$ cat src/rtl/shift_deser8_pkg.sv
// shift_deser8_pkg: shared types and defaults for the serial-to-parallel deserializer
package shift_deser8_pkg;

    localparam int DEFAULT_WIDTH = 8;

    typedef enum logic {
        IDLE  = 1'b0,
        SHIFT = 1'b1
    } state_t;

endpackage

$ cat src/rtl/shift_deser8_stage.sv
// deser_shift_stage: assembles serial bits into a word and pulses word_done on the completing strobe
module deser_shift_stage
    import shift_deser8_pkg::*;
#(
    parameter int WIDTH = DEFAULT_WIDTH,
    parameter int CW    = $clog2(WIDTH)
) (
    input  logic             clk,
    input  logic             reset,
    input  logic             clear,
    input  logic             sin_valid,
    input  logic             sin_bit,
    input  logic             msb_first,
    output logic             word_done,
    output logic [WIDTH-1:0] word,
    output logic [CW-1:0]    bit_count
);

    state_t           state_q, state_d;
    logic [WIDTH-1:0] shreg_q, shreg_d;
    logic [CW-1:0]    cnt_q, cnt_d;
    logic             dir_q, dir_d;
    logic             dir_eff;
    logic             last_bit;

    // Direction is taken live on the first bit of a word, then frozen in dir_q
    assign dir_eff   = (state_q == IDLE) ? msb_first : dir_q;
    assign last_bit  = (cnt_q == CW'(WIDTH - 1));
    assign word      = dir_eff ? {shreg_q[WIDTH-2:0], sin_bit} : {sin_bit, shreg_q[WIDTH-1:1]};
    assign bit_count = cnt_q;

    // State register; reset drops any partial word at once
    always_ff @(posedge clk or posedge reset) begin
        if (reset) begin
            state_q <= IDLE;
            shreg_q <= '0;
            cnt_q   <= '0;
            dir_q   <= 1'b0;
        end else begin
            state_q <= state_d;
            shreg_q <= shreg_d;
            cnt_q   <= cnt_d;
            dir_q   <= dir_d;
        end
    end

    // Next state: clear beats a strobe, and the strobe that fills the word returns to IDLE
    always_comb begin
        state_d   = state_q;
        shreg_d   = shreg_q;
        cnt_d     = cnt_q;
        dir_d     = dir_q;
        word_done = 1'b0;
        if (clear) begin
            state_d = IDLE;
            shreg_d = '0;
            cnt_d   = '0;
        end else if (sin_valid) begin
            shreg_d   = word;
            dir_d     = dir_eff;
            word_done = last_bit;
            state_d   = last_bit ? IDLE : SHIFT;
            cnt_d     = last_bit ? '0 : cnt_q + 1'b1;
        end
    end

endmodule

$ cat src/rtl/shift_deser8.sv
// shift_deser8: serial-to-parallel deserializer with a held output word, valid/ready and sticky overrun
module shift_deser8
    import shift_deser8_pkg::*;
#(
    parameter int WIDTH = DEFAULT_WIDTH
) (
    input  logic                     clk,
    input  logic                     reset,
    input  logic                     clear,
    input  logic                     sin_valid,
    input  logic                     sin_bit,
    input  logic                     msb_first,
    output logic [WIDTH-1:0]         out_data,
    output logic                     out_valid,
    input  logic                     out_ready,
    output logic                     overrun,
    output logic [$clog2(WIDTH)-1:0] bit_count
);

    logic             word_done;
    logic [WIDTH-1:0] word;

    deser_shift_stage #(.WIDTH(WIDTH)) u_stage (
        .clk       (clk),
        .reset     (reset),
        .clear     (clear),
        .sin_valid (sin_valid),
        .sin_bit   (sin_bit),
        .msb_first (msb_first),
        .word_done (word_done),
        .word      (word),
        .bit_count (bit_count)
    );

    // Holding register: a new word lands if the slot is empty or being drained this edge, else it is lost
    always_ff @(posedge clk or posedge reset) begin
        if (reset) begin
            out_data  <= '0;
            out_valid <= 1'b0;
            overrun   <= 1'b0;
        end else begin
            if (word_done && (!out_valid || out_ready)) begin
                out_data  <= word;
                out_valid <= 1'b1;
            end else if (word_done) begin
                overrun <= 1'b1;
            end else if (out_valid && out_ready) begin
                out_valid <= 1'b0;
            end
            if (clear) overrun <= 1'b0;
        end
    end

endmodule

$ cat config.mk
export PLATFORM = sky130hd
export DESIGN_NAME = shift_deser8
export DESIGN_NICKNAME = d
export VERILOG_FILES = /design/src/rtl/shift_deser8_pkg.sv /design/src/rtl/shift_deser8_stage.sv /design/src/rtl/shift_deser8.sv
export SDC_FILE = /design/constraint.sdc
export NUM_CORES = 1
export LEC_CHECK = 0
export ABC_AREA = 1
export BUFFER_PORTS_ARGS = -buffer_cell sky130_fd_sc_hd__buf_2
export CORE_ASPECT_RATIO = 1.25
export CORE_UTILIZATION = 40
export CTS_CLUSTER_DIAMETER = 30
export DETAILED_ROUTE_END_ITERATION = 8
export PLACE_DENSITY_LB_ADDON = 0.1
export SYNTH_ARGS = -nofsm -noshare
export SYNTH_HDL_FRONTEND = slang
export SYNTH_SLANG_ARGS = --single-unit
$ cat constraint.sdc
create_clock -name clk -period 3.85 [get_ports clk]
set_clock_uncertainty 0.05 [all_clocks]
set_input_delay 1.155 -clock clk [delete_from_list [all_inputs] [get_ports clk]]
set_output_delay 1.155 -clock clk [all_outputs]
set_load 0.01 [all_outputs]
==> reports/metrics.cfg <==
[power]
pwr-share-clk_pct = 26.2
power.internal_uw = 310
pwr-share-seq_pct = 59.6
pwr_density_cell_nw_per_um2 = 340
fin_total_pwr_uw = 433
p_leak_nw = 0.743
netSwitchingFraction_pct = 28.5
pwr-share-comb_pct = 14.2
ir_worst_vdd_uv = 205
power_switching_uw = 124

[final_layout]
area_growth_pct = 13.0
n_antenna_cell = 0
fillers = 307
drive_gt1_share_pct = 22.1
mostFrequentLayoutCell = nand2_1
utilization_pct = 47.6
nets = 164
layout_common_cells = nand2_1, nand3_1, dfrtp_1
fin_area_um2 = 1270

[setup_path]
cp-start-kind = flip-flop
arrival_ns = 0.90
cp_top_family = flip-flops
crit_buf_inv = 1
cp_slowest_cell = dfrtp_1
worst_setup_path_end_kind = primary output
critPathRequiredTime_ns = 2.64
criticalPathCategory = flip-flop to primary output
r2r_slack_ns = 2.44
crit_path_max_fanout = 4
max_stage_delay_ns = 0.43
path_cells = buf_2

[timing]
fin_setup_tns_ns = 0
setup_viol = 0
hold_violations = 0
hold_slack_ns = 0.436
min_period_ns = 2.10
slew_headroom_pct = 42.9
final_max_slew_viol_count = 0
fin_crit_sh_pct = 54.6
rsz0062_at_grt = false
tightestPinTransition_ns = 0.855
fmax_mhz = 476

[logic_synthesis]
syn_area_um2 = 1130
synth.area.top_cells = dfrtp_1, nand3_1, nand2_1
syn_nets = 142
ys_types = 18
synth_warnings = 0
synth-seq-cells = 23
syn_avg_cell_area_um2 = 8.49
ys_seq_area_share_pct = 51.0
syn_inst = 133
netlist.top_cell.by_area = dfrtp_1
synthDominantCellAreaShare_pct = 51.0

[clocking]
cts_post_setup_buffers_inserted = 0
clock_latency_ns = 0.32
htree_levels = 1
cts_resized = 0
clockBufferDepth = 2
clock-sinks = 23
root_buffer = clkbuf_4
path_clk_slew_ns = 0.12
cts_tree = yes
numCtsBuffers = 3
cts_hold_buf = 0

[grt]
grt_use_met1_pct = 18.0
track_usage_pct = 15.5
met3_usage_pct = 2.22
use_met2_pct = 27.4
grt_max_degree = 24
grt.busiest_layer = met2
overflow = 0
grt_pass1_vias = 819
grt_pass1_wl_um = 3530
antenna_found_initial = 0

[min_path]
hold_path_class = flip-flop to flip-flop

[die]
die_h_um = 61.4
rows = 21
die-width_um = 49.5
die_area_um2 = 3040
start_util_pct = 42.1
pin_count = 20
core_um2 = 2680

[status]
outcome = finished clean

[route]
drtAntennaViolNets = 0
vias = 902
wire_per_inst_um = 10.8
wl_um = 2040
via_per_inst = 4.80
drc = 0
firstDrtPassIters = 4
drt-initial-drc-count = 37

[place]
finalWeightedCongestion = 0.721
portBuffers = 19
dpl_cell_area_um2 = 1250
dp_hpwl_um = 1530

[run]
drv_cap = 0

state kept, by name, indices dropped and copies added, names as in the netlist:
name,cells
out_data,8
u_stage.shreg_q,8
u_stage.bit_count,3
out_valid,1
overrun,1
u_stage.dir_q,1
u_stage.state_q,1
power groups by stage:
| stage | sequential [mW] | combinational, mW | clock [mW] |
|---|---|---|---|
| after floorplan | 0.263 | 0.0468 | 0 |
| after global placement | 0.263 | 0.0608 | 0 |
| after detailed placement | 0.263 | 0.0620 | 0 |
| after CTS | 0.258 | 0.0621 | 0.118 |
| after global routing | 0.260 | 0.0718 | 0.128 |
| final | 0.258 | 0.0615 | 0.113 |
cell usage after synthesis:
cell / instances
nand2_1: 41
nand3_1: 34
dfrtp_1: 23
inv_1: 15
inv_2: 3
ha_1: 2
nand2_2: 2
nand2_4: 2
o21ai_0: 2
a22o_1: 1
buf_4: 1
buf_6: 1
inv_4: 1
nand3_4: 1
nor2_1: 1
nor2_4: 1
nor2_8: 1
o21ai_1: 1
path summary, 6_finish.rpt:
path / from / endpoint / cells after the start
worst max-delay path: u_stage.bit_count[0]$_DFFE_PP0P_ / bit_count[0] / 1
worst min-delay path: out_data[3]$_DFFE_PP0P_ / out_data[3]$_DFFE_PP0P_ / 2
worst max register to register: u_stage.bit_count[0]$_DFFE_PP0P_ / out_data[2]$_DFFE_PP0P_ / 7
worst min register to register: out_data[3]$_DFFE_PP0P_ / out_data[3]$_DFFE_PP0P_ / 2
max in group asynchronous: reset / u_stage.shreg_q[1]$_DFFE_PP0P_ / 2
min in group asynchronous: reset / out_valid$_DFFE_PP0P_ / 2
cell type report:
type / instances / area (um^2) / share of cell area, %
clock buffers: 3 / 22.5 / 1.77
clock inverters: 1 / 5.00 / 0.393
inverters: 19 / 73.8 / 5.79
multi-input cells: 89 / 460 / 36.1
flip-flops and latches: 23 / 576 / 45.1
well taps: 34 / 42.5 / 3.34
repair buffers: 19 / 95.1 / 7.46
through the flow:
| stage | setup WS [ns] | cells |
|---|---|---|
| detailed placement | 1.61 | 184 |
| CTS | 1.74 | 188 |
| global placement | 1.66 | 184 |
| finish | 1.75 | 188 |
| floorplan | 2.08 | 133 |
| global route | 1.69 | 188 |
routing by layer:
metal  wire (um)  share of wire, %
met1         924                45
met2         996                49
met3          61               3.0
met4          56               2.7
met5           0                 0
cells by family after synthesis:
kind of cell	after synthesis	synth area share (%)
compound gates	4	2.11
fa+ha+maj	2	2.22
buf+inv	21	8.20
flops	23	51.0
simple gates	83	36.5
Note: power is estimated with default switching activity, not from simulation.
